<file path="config.mk">
export PLATFORM = sky130hd
export DESIGN_NAME = mips_bus_master
export DESIGN_NICKNAME = d
export VERILOG_FILES = /design/src/rtl/mips_bus_master.sv
export SDC_FILE = /design/constraint.sdc
export NUM_CORES = 1
export LEC_CHECK = 0
export ABC_CLOCK_PERIOD_IN_PS = 8780
export CAP_MARGIN = 20
export CORE_ASPECT_RATIO = 0.5
export CORE_MARGIN = 8
export CORE_UTILIZATION = 23
export CTS_BUF_LIST = sky130_fd_sc_hd__clkbuf_4 sky130_fd_sc_hd__clkbuf_8
export DETAILED_ROUTE_END_ITERATION = 6
export GPL_TIMING_DRIVEN = 0
export MAX_ROUTING_LAYER = met4
export PLACE_DENSITY = 0.51
export RECOVER_POWER = 100
export SLEW_MARGIN = 20
export SYNTH_ARGS = -nofsm -noshare
export SYNTH_HDL_FRONTEND = slang
export SYNTH_SLANG_ARGS = --single-unit
export TNS_END_PERCENT = 1
</file>
<file path="constraint.sdc">
create_clock -name clk -period 8.78 [get_ports clk]
set_input_delay 1.756 -clock clk [delete_from_list [all_inputs] [get_ports clk]]
set_output_delay 1.756 -clock clk [all_outputs]
set_load 0.01 [all_outputs]
</file>
<file path="src/rtl/mips_bus_master.sv">
// -----------------------------------------------------------------------------
// mips_bus_master
// Initiator side of the CPU memory bus. This block takes one load or store
// request at a time from the core pipeline. It turns the request into a
// read/write bus transaction with a word address and byte enables, and it
// holds the transaction stable while the responder asserts waitrequest. Load
// data is lane-aligned and sign- or zero-extended before it is returned.
//
// Parameters
//   WAIT_TIMEOUT  consecutive waitrequest cycles before abort (0 = never)
//
// Ports
//   clk, reset    clock / asynchronous active-high reset
//   req_valid     core request present
//   req_ready     block idle, request will be accepted
//   req_write     1 = store, 0 = load
//   req_size      0 byte, 1 half, 2 word, 3 illegal
//   req_signed    sign-extend byte/half loads
//   req_addr      byte address
//   req_wdata     store data, LSB-justified
//   resp_valid    one-cycle completion pulse
//   resp_error    misaligned / illegal size / timeout (with resp_valid)
//   resp_rdata    aligned load result (with resp_valid)
//   address       bus word address ([1:0] always 0)
//   read, write   bus strobes
//   waitrequest   responder stall
//   writedata     lane-replicated store data
//   byteenable    lane enables
//   readdata      bus read data, valid the cycle after read is accepted
// -----------------------------------------------------------------------------
module mips_bus_master #(
    parameter int unsigned WAIT_TIMEOUT = 1024
) (
    input  logic        clk,
    input  logic        reset,
    input  logic        req_valid,
    output logic        req_ready,
    input  logic        req_write,
    input  logic [1:0]  req_size,
    input  logic        req_signed,
    input  logic [31:0] req_addr,
    input  logic [31:0] req_wdata,
    output logic        resp_valid,
    output logic        resp_error,
    output logic [31:0] resp_rdata,
    output logic [31:0] address,
    output logic        write,
    output logic        read,
    input  logic        waitrequest,
    output logic [31:0] writedata,
    output logic [3:0]  byteenable,
    input  logic [31:0] readdata
);

    localparam int unsigned TW = (WAIT_TIMEOUT > 1) ? $clog2(WAIT_TIMEOUT + 1) : 1;
    localparam logic [TW-1:0] TLIM = (WAIT_TIMEOUT == 0) ? '0 : TW'(WAIT_TIMEOUT - 1);

    typedef enum logic [1:0] {
        IDLE  = 2'd0,
        BUS   = 2'd1,
        RDATA = 2'd2
    } state_t;

    state_t        r_state, w_state_nxt;

    logic [31:0]   r_address,    w_address_nxt;
    logic          r_read,       w_read_nxt;
    logic          r_write,      w_write_nxt;
    logic [31:0]   r_writedata,  w_writedata_nxt;
    logic [3:0]    r_byteenable, w_byteenable_nxt;
    logic          r_resp_valid, w_resp_valid_nxt;
    logic          r_resp_error, w_resp_error_nxt;
    logic [31:0]   r_resp_rdata, w_resp_rdata_nxt;
    logic [TW-1:0] r_timer,      w_timer_nxt;
    logic [1:0]    r_lane,       w_lane_nxt;
    logic [1:0]    r_size,       w_size_nxt;
    logic          r_signed,     w_signed_nxt;

    logic          w_accept;
    logic          w_legal;
    logic          w_timeout;
    logic [3:0]    w_be;
    logic [31:0]   w_wd;
    logic [31:0]   w_load_data;
    logic [7:0]    w_byte;
    logic [15:0]   w_half;

    assign req_ready  = (r_state == IDLE);
    assign w_accept   = req_valid && req_ready;
    // The abort happens on the edge that would make the stall count reach WAIT_TIMEOUT.
    assign w_timeout  = (WAIT_TIMEOUT != 0) && waitrequest && (r_timer == TLIM);

    assign address    = r_address;
    assign read       = r_read;
    assign write      = r_write;
    assign writedata  = r_writedata;
    assign byteenable = r_byteenable;
    assign resp_valid = r_resp_valid;
    assign resp_error = r_resp_error;
    assign resp_rdata = r_resp_rdata;

    // Request decode: alignment, lane enables, store-data replication.
    always_comb begin
        w_legal = 1'b0;
        w_be    = 4'b0000;
        w_wd    = req_wdata;
        case (req_size)
            2'd0: begin
                w_legal = 1'b1;
                w_be    = 4'b0001 << req_addr[1:0];
                w_wd    = {4{req_wdata[7:0]}};
            end
            2'd1: begin
                w_legal = ~req_addr[0];
                w_be    = req_addr[1] ? 4'b1100 : 4'b0011;
                w_wd    = {2{req_wdata[15:0]}};
            end
            2'd2: begin
                w_legal = (req_addr[1:0] == 2'b00);
                w_be    = 4'b1111;
                w_wd    = req_wdata;
            end
            default: begin
                w_legal = 1'b0;
                w_be    = 4'b0000;
                w_wd    = req_wdata;
            end
        endcase
    end

    // Load alignment and extension, using the lane and size captured at accept.
    always_comb begin
        case (r_lane)
            2'd0:    w_byte = readdata[7:0];
            2'd1:    w_byte = readdata[15:8];
            2'd2:    w_byte = readdata[23:16];
            default: w_byte = readdata[31:24];
        endcase
        w_half = r_lane[1] ? readdata[31:16] : readdata[15:0];
        case (r_size)
            2'd0:    w_load_data = {{24{r_signed & w_byte[7]}}, w_byte};
            2'd1:    w_load_data = {{16{r_signed & w_half[15]}}, w_half};
            default: w_load_data = readdata;
        endcase
    end

    // State and output registers.
    always_ff @(posedge clk or posedge reset) begin
        if (reset) begin
            r_state      <= IDLE;
            r_address    <= '0;
            r_read       <= 1'b0;
            r_write      <= 1'b0;
            r_writedata  <= '0;
            r_byteenable <= '0;
            r_resp_valid <= 1'b0;
            r_resp_error <= 1'b0;
            r_resp_rdata <= '0;
            r_timer      <= '0;
            r_lane       <= '0;
            r_size       <= '0;
            r_signed     <= 1'b0;
        end else begin
            r_state      <= w_state_nxt;
            r_address    <= w_address_nxt;
            r_read       <= w_read_nxt;
            r_write      <= w_write_nxt;
            r_writedata  <= w_writedata_nxt;
            r_byteenable <= w_byteenable_nxt;
            r_resp_valid <= w_resp_valid_nxt;
            r_resp_error <= w_resp_error_nxt;
            r_resp_rdata <= w_resp_rdata_nxt;
            r_timer      <= w_timer_nxt;
            r_lane       <= w_lane_nxt;
            r_size       <= w_size_nxt;
            r_signed     <= w_signed_nxt;
        end
    end

    // Next-state logic.
    always_comb begin
        w_state_nxt = r_state;
        case (r_state)
            IDLE: begin
                if (w_accept && w_legal) begin
                    w_state_nxt = BUS;
                end
            end
            BUS: begin
                if (waitrequest) begin
                    if (w_timeout) begin
                        w_state_nxt = IDLE;
                    end
                end else begin
                    w_state_nxt = r_write ? IDLE : RDATA;
                end
            end
            RDATA: begin
                w_state_nxt = IDLE;
            end
            default: begin
                w_state_nxt = IDLE;
            end
        endcase
    end

    // Next values for the registered outputs and the captured request fields.
    always_comb begin
        w_address_nxt    = r_address;
        w_read_nxt       = r_read;
        w_write_nxt      = r_write;
        w_writedata_nxt  = r_writedata;
        w_byteenable_nxt = r_byteenable;
        w_resp_valid_nxt = 1'b0;
        w_resp_error_nxt = 1'b0;
        w_resp_rdata_nxt = r_resp_rdata;
        w_timer_nxt      = r_timer;
        w_lane_nxt       = r_lane;
        w_size_nxt       = r_size;
        w_signed_nxt     = r_signed;
        case (r_state)
            IDLE: begin
                w_timer_nxt = '0;
                if (w_accept) begin
                    if (w_legal) begin
                        w_address_nxt    = {req_addr[31:2], 2'b00};
                        w_byteenable_nxt = w_be;
                        w_writedata_nxt  = w_wd;
                        w_read_nxt       = ~req_write;
                        w_write_nxt      = req_write;
                        w_lane_nxt       = req_addr[1:0];
                        w_size_nxt       = req_size;
                        w_signed_nxt     = req_signed;
                    end else begin
                        w_resp_valid_nxt = 1'b1;
                        w_resp_error_nxt = 1'b1;
                        w_resp_rdata_nxt = '0;
                    end
                end
            end
            BUS: begin
                if (waitrequest) begin
                    if (w_timeout) begin
                        w_read_nxt       = 1'b0;
                        w_write_nxt      = 1'b0;
                        w_resp_valid_nxt = 1'b1;
                        w_resp_error_nxt = 1'b1;
                        w_resp_rdata_nxt = '0;
                        w_timer_nxt      = '0;
                    end else if (WAIT_TIMEOUT != 0) begin
                        w_timer_nxt = r_timer + 1'b1;
                    end
                end else begin
                    w_read_nxt  = 1'b0;
                    w_write_nxt = 1'b0;
                    w_timer_nxt = '0;
                    if (r_write) begin
                        w_resp_valid_nxt = 1'b1;
                        w_resp_rdata_nxt = '0;
                    end
                end
            end
            RDATA: begin
                w_resp_valid_nxt = 1'b1;
                w_resp_rdata_nxt = w_load_data;
            end
            default: begin
                w_read_nxt  = 1'b0;
                w_write_nxt = 1'b0;
            end
        endcase
    end

endmodule
</file>
==> results of run 1 <==
==> report_power, final <==
group	switching [uW]	leakage [uW]	internal [uW]
logic	378	0.00206	377
clock network	229	0.000196	244
registers	76.2	0.00152	694
==> per-stage QoR <==
step | hold slack (ps) | power (uW) | cell area [um2] | setup WS [ps] | cells
final | 477 | 2000 | 8560 | 4590 | 1109
after CTS | 488 | 2100 | 8580 | 5040 | 1107
after global routing | 497 | 2120 | 8560 | 4410 | 1109
after global placement | 465 | 1600 | 8190 | 1690 | 1074
after detailed placement | 470 | 1610 | 8220 | 4570 | 1075
after floorplan | 490 | 1150 | 5720 | 3840 | 534
==> cells in the mapped netlist, types with 6 or more instances <==
cell type / instances
dfrtp_1: 120
nand2_1: 83
o21ai_0: 48
mux2_2: 43
mux2i_1: 30
a21oi_1: 23
a22o_1: 23
clkbuf_1: 21
nor2_1: 14
buf_2: 11
inv_1: 10
o2bb2ai_1: 10
and3b_1: 7
o31ai_1: 7
or3_1: 7
a211o_1: 6
a21o_1: 6
nand2b_1: 6
==> worst min-delay path, delay by kind of cell, from the launching register on <==
family	cells	cell delay, ps
AOI/OAI and AO/OA	1	50
DFF	1	340
and+or+nand+nor	1	50
==> final cells by class <==
cell class	count	area, um2	share of cell area (%)
diodes	1	2.50	0.0292
plain buffers	40	161	1.89
clock buffers	22	284	3.32
clock inverters	10	77.6	0.906
inverters	11	42.5	0.497
multi-input cells	363	2490	29.1
flip-flops and latches	120	3000	35.1
well taps	336	420	4.91
repair buffers	206	2080	24.3
==> cell families (layout without fill, tap and decap cells) <==
logic type | Yosys count | in the layout | share of synthesized area [%]
compound gates | 140 | 140 | 16.5
xor+xnor | 3 | 3 | 0.460
fa+ha+maj | 1 | 1 | 0.219
buf+inv | 51 | 289 | 3.98
flops | 120 | 120 | 52.5
mux | 74 | 74 | 14.1
other cells | 1 | 3 | 0.0656
simple gates | 143 | 143 | 12.2
==> cells in the final DEF, fill, tap and decap left out, types with 4 or more instances in the layout <==
cell / synthesis / layout
clkinv_2: 0 / 8
o2bb2ai_1: 10 / 10
a22o_1: 23 / 23
clkbuf_8: 0 / 19
dlygate4sd3_1: 0 / 107
o31ai_1: 7 / 7
o211ai_1: 4 / 5
clkbuf_1: 21 / 34
and3b_1: 7 / 7
mux2_2: 43 / 43
nand3_1: 4 / 4
nand2_1: 83 / 83
or3_1: 7 / 7
nand2b_1: 6 / 6
clkdlybuf4s50_1: 0 / 97
nor2_1: 14 / 14
a21o_1: 6 / 6
a21oi_1: 23 / 23
o21ai_0: 48 / 48
a211o_1: 6 / 6
mux2i_1: 30 / 30
dfrtp_1: 120 / 120
inv_1: 10 / 9
==> how the worst max path moves through the flow <==
stage | start | endpoint | slack, ps | cells after the start
3_3_place_gp | reset | resp_rdata[16] | 1690 | 2
6_report | req_addr[0] | address[6] | 4590 | 6
4_1_cts | req_addr[0] | writedata[12] | 5040 | 6
2_1_floorplan | reset | address[10] | 3840 | 1
3_5_place_dp | req_addr[0] | address[6] | 4570 | 6
5_1_grt | req_addr[0] | address[4] | 4410 | 6
==> flip-flops by register name (all words and copies together), names as in the netlist <==
name and count:
address 30, byteenable 4, r_lane 2, r_signed 1
r_size 2, r_state 2, r_timer 11, read 1
resp_error 1, resp_rdata 32, resp_valid 1, write 1
writedata 32
==> routing by layer <==
metal  vias to the layer above  GRT usage (%)  routed length (um)
li1                       2364              -                   -
met1                      2520           16.0                8700
met2                        78           25.7               11700
met3                        17           2.51                 537
met4                         0           4.04                 266
met5                         -              -                   0
==> results.txt, run 1 <==
The actual slew at the worst max-slew pin is about 2400 ps. Fill cells in the final layout number approximately 2500. The total routing usage reported by global routing came out at between 10% and 20%. The number of sinks on the clock net came out at 120.

The worst setup path is captured at a flip-flop. The fmax came out at about 240 MHz. The worst relative slew slack came out at -61.2%.

The overall routed net length came out at around 21000 um. The mean routed wirelength per cell is between 15 and 20 um. In this run the worst hold path is classified as reg -> reg.

The clock root buffer is clkbuf_8. In this run the most critical hold path is launched from byteenable[3]. The worst hold path terminates at byteenable[3]. For this run, the leading register cell type out of synthesis is dfrtp_1. The number of antenna violations at the first check in global routing came to 1. The detailed placer's ending HPWL came out at 16600 um.

The vias per cell came out at between 4 and 5. The largest vdd supply drop is between 80 and 90 uV. The length in cells of the worst reg-to-reg path came out at 6. The floorplan step defined a die boundary enclosing between 30000 and 40000 um2. The wire length of the first global-routing pass came out at 32200 um.

The accumulated negative setup slack came out at 0 ps. In this run the tool buffered the top-level ports with a little over 200 buffer cells. The clock period minus final worst setup slack came out at around 4200 ps. For this design, the slowest cell found on the critical path is dlygate4sd3_1.

The number of cell rows is 40. The biggest area contributor in the post-synthesis netlist is dfrtp_1. The capturing point of the worst reg2reg path is resp_rdata[14].

The flow ran to the end, but the final reports show violations. Of the cells placed in the final design, the portion with a size suffix greater than 1 is about an eighth. The number of top-level design ports came out at ~210. The post-route clock period utilization came out at a little under half. The clock-pin slew of the registers on the worst-case setup and hold paths came out at 80 ps. The worst-case register-to-register setup slack came out at 6280 ps. The signal on the critical path passes through dlygate4sd3_1, a21oi_1, o211ai_1, clkbuf_1, clkbuf_1, mux2_2.

The post-synthesis register bit count is 120. The total congestion overflow is 0. Of all nets on the critical path, the largest fanout is 10.

The number of global-route vias before repair came out at 5180. For this configuration, the core starts out at a cell density of around a quarter. The post-detailed-route DRC marker count came out at 0.

The post-synth design cell area came out at 5720 um2. Summing the sequential cell areas from Yosys gives a little over half of the chip area. Data on the critical path arrives at its endpoint at roughly 4500 ps. The final reports fail on capacitance limit, slew limit.

Measured on the finished design, the core utilization comes to 35.3%. The element type at the critical path start is an input port. The maximum clock insertion buffer count came out at 2.

After the first detailed-routing iteration, the DRC count stood at 243. The count of final setup violators is 0. The post-CTS repair timing setup buffer count came out at 0. The total number of yosys warnings came out at 0. The cts-stage hold buffer count came out at 0. The largest net degree at the start of global routing is 73. Of all flip-flops after synthesis, the portion carrying an async set or reset was between 90% and 100%.

The synthesized design contains 0 enable-type register cells. The clock latency of the later-clocked register in the worst-skew pair is about 440 ps. The area added between synthesis and finish came out at 49.7%. In this run the mean area of a mapped cell was 10.7 um2. The most common cell type on the critical path is clkbuf_1. The number of nets with antenna violations after detailed routing came out at 0. For this design the ratio of total power to cell area is 233 nW/um2. The final worst clock skew is around 9.4 ps. The floorplan step set the die height to 128 um.

The count of buffering cells on the critical path with inverters included is 3. The leakage component of the power came out at ~0.0038 uW. The number of unique standard cell types used by synthesis is 53. The number of gates resized after CTS is 0. The core area came out at about 24000 um2. The startpoint identified for the worst register-to-register timing path is r_timer[0]. The number of nets at the end of the flow is around 860. The required time reported for the critical path endpoint is 9110 ps. The number of instances in the synthesized netlist came out at ~530.

Setup repair after global routing left no endpoint under its margin. The H-tree generated during clock tree synthesis spans 4 levels. The width of the die came out at roughly 240 um.

The maximum cell stage delay along the critical path is ~650 ps. The number of pins with negative max-slew slack in the final report came out at roughly 50. Summing over every cut layer, the via total after detailed routing is approximately 5000. The iteration count of the initial detailed-routing pass came out at 5. TritonCTS built the clock tree. The type of the worst setup path is in -> reg. After synthesis, the cell types taking the most area are dfrtp_1, mux2_2, nand2_1. On the critical path the largest part of the delay comes from buffers and inverters. The number of maximum-capacitance constraint violations came out at 1. The total CTS buffers came out at 17. The number of cells on the worst hold path came out at 2.

At the end of routability-driven placement, the weighted congestion stood at 0.827. The hold violation count in the final report is 0. In this run the biggest area consumer among cell types represents 52.5% of the synthesized area.
Note: power is estimated with default switching activity, not from simulation.
==> run 2, diff against run 1 <==
- ABC_CLOCK_PERIOD_IN_PS: 8780 -> 4000
- clock period: 8.78 -> 4 ns (I/O delays scaled with it)
==> run 2 against run 1 <==
Net effect: the flow still finishes with violations (capacitance limit, slew limit); clock skew increased by 1.8 ps; core utilization barely moved; global-route usage did not move; clock power is 120% higher; via count fell by 0.18%; design area about the same; critical endpoint unchanged; largest cell class unchanged; highest routed layer unchanged.
==> results.txt, run 2 (synthesis results as in run 1) <==
The flow ran to the end, but the final reports show violations. The final reports fail on capacitance limit, slew limit. The violation count after the first detailed-route iteration came out at about 230. The required time reported for the critical path endpoint is about 4300 ps.

The actual slew at the worst max-slew pin is between 2000 and 2500 ps. The switching power total came out at roughly 1500 uW. The element type at the critical path start is an input port. For this run, the post-layout net count is 864. The number of global-route vias before repair came out at slightly above 5000. The iteration count of the initial detailed-routing pass is 5. The count of placed standard cells in the final layout, fillers left out came out at roughly 1100.

The die covers a little over 30000 um2. The clock tree from TritonCTS is yes. In the finished design, the share of the clock period the worst path needs comes to about four fifths.

The number of buffers inserted by port buffering is between 200 and 250. Together, buffers and inverters on the worst path number 3. The clock-pin slew of the registers on the worst-case setup and hold paths is 80 ps.

The weighted congestion at the end of routability-driven global placement came out at just over 0.8. The fmax came out at 309 MHz. The number of pins with negative max-slew slack in the final report is roughly 50. The detail route stage leaves a number of antenna-violating nets equal to 0. After detailed routing, the number of remaining DRC violations is 0.

The type of the worst setup path is in -> reg. For this run, the slowest stage of the critical path takes 650 ps. The filler cell count in the final layout is roughly 2500. Setup repair after global routing left no endpoint under its margin. The clock passes through at most 2 buffers. Combinational cells account for between 30% and 40% of the total power. The die height is around 130 um. The number of sinks on the clock net is 120. The placed instance count is ~1100.

The total routing usage reported by global routing came out at between 10% and 20%. The clock network is responsible for a little under a quarter of the overall power. The library cell used most frequently in the layout, excluding fill and tap cells, is dfrtp_1.

The critical path's top delay family is buffers and inverters. In this run the clock root is driven by a clkbuf_8. The library cells used most frequently in the layout, excluding fill and tap cells, are dfrtp_1, dlygate4sd3_1, clkdlybuf4s50_1. The number of antenna violations at the first check in global routing came out at 1. The total number of H-tree levels came out at 4.

Summed over all layers, the global routing overflow is 0. The setup slack after layout came out at ~770 ps. The count of vias placed by the detailed router came out at slightly below 5000.

The standard cell area after detailed placement is between 8000 and 9000 um2. The switching part of the total power came out at around 34%. The tool flagged a number of max-cap violations equal to 1. Cell internal power was estimated by the tool at roughly 2900 uW. The final design instance area without fill came out at 8550 um2. The cts-stage hold buffer count came out at 0. The post-CTS repair timing setup buffer count is 0. The core area came out at ~24000 um2. VDD sags by at most ~200 uV. The maximum net fanout on the critical path came out at 10. The detailed placer's ending HPWL is between 15000 and 20000 um.

Setup violations remaining at the end of the flow were counted as 0. The final worst clock skew is between 10 and 15 ps. Data arrives at the worst endpoint at about 3600 ps. STA classifies the critical path endpoint as a flip-flop. The number of cell rows came out at 40.

The vias per cell is 4.48. The mean routed wirelength per cell is around 19 um. The fraction of final layout cells sized beyond drive strength 1 came out at 11.7%. In this run the power density over the cells is 513 nW/um2. The width of the die came out at 239 um. Traced cell by cell, the critical path runs through dlygate4sd3_1, a21oi_1, o211ai_1, clkbuf_1, clkbuf_1, mux2_2. The most common cell type on the critical path is clkbuf_1. The area added between synthesis and finish came out at 49.6%. In the final layout, the multi-input gates occupy 2470 um2. Clock tree synthesis inserted a total of 17 buffers.

The number of gates resized after CTS was 0. The cell with the largest stage delay on the worst path is dlygate4sd3_1. The overall routed net length is between 20000 and 25000 um. The number of top-level design ports is about 210. The register area is 3000 um2. OpenSTA, run right after detailed placement, puts the worst setup slack at roughly 750 ps. The clock latency of the later-clocked register in the worst-skew pair is ~440 ps. The hold violation count in the final report is 0. The largest net degree at the start of global routing is between 70 and 80. The clock period minus final worst setup slack is between 3000 and 4000 ps. The path type of the worst min-delay path is reg -> reg. The starting utilization of the core area came out at a little under a quarter. The sequential share of power is 38.6%. The wire length of the first global-routing pass is between 30000 and 40000 um. The worst relative slew slack is -61.2%. In this run the static leakage power is between 0.003 and 0.004 uW.
-- run 2: cell count changes in the layout (fill, tap and decap cells not counted), sizes merged --
cell | previous run | this run
clkbuf | 56 | 54
dlygate4sd3 | 107 | 106
clkdlybuf4s50 | 97 | 98
buf | 8 | 10
-- run 2: stage by stage --
stage	power (uW)	hold slack, ps	util, %	setup TNS (ps)
after global placement	3510	465	33.8	-254360
after CTS	4600	488	35.4	0
final	4390	477	35.3	0
after global routing	4660	497	35.3	0
after floorplan	2520	490	-	0
after detailed placement	3540	470	33.9	0
-- run 2: worst paths after layout --
check                              start              to  slack (ps)  cells after the start
setup / recovery             req_addr[0]      address[6]         770                      6
hold / removal             byteenable[3]   byteenable[3]         480                      2
setup reg to reg              r_timer[0]  resp_rdata[14]         820                      6
hold reg to reg            byteenable[3]   byteenable[3]         480                      2
max in group asynchronous          reset  resp_rdata[14]        1380                      3
min in group asynchronous          reset     address[23]        1480                      2
-- run 2: power groups by stage --
| stage | clock [uW] | sequential, uW | combinational [uW] |
|---|---|---|---|
| 2_1_floorplan | 0 | 1840 | 673 |
| 3_3_place_gp | 0 | 1720 | 1790 |
| 3_5_place_dp | 0 | 1730 | 1810 |
| 4_1_cts | 1080 | 1710 | 1810 |
| 5_1_grt | 1130 | 1740 | 1800 |
| 6_report | 1040 | 1690 | 1660 |
-- run 2: cell type report --
type / count / share of cell area (%)
Timing Repair Buffer: 206 / 24.3
Tap cell: 336 / 4.92
Sequential cell: 120 / 35.1
Clock inverter: 10 / 0.907
Inverter: 11 / 0.497
Multi-Input combinational cell: 363 / 28.8
Antenna cell: 1 / 0.0293
Clock buffer: 22 / 3.32
Buffer: 40 / 2.06
-- run 2: worst register-to-register path: stages (launching register included) --
cell	delay, ps
dfrtp_1	400
ha_1	280
nand4_1	190
nor4_1	1070
o211ai_1	430
clkbuf_1	370
a22o_1	320
-- run 2: metal layers --
metal	GRT usage, %	share of wire (%)	up-vias
met5	-	0	-
met4	4.04	1.2	0
met3	2.51	2.5	15
met2	25.7	55	74
met1	16.0	41	2517
li1	-	-	2364
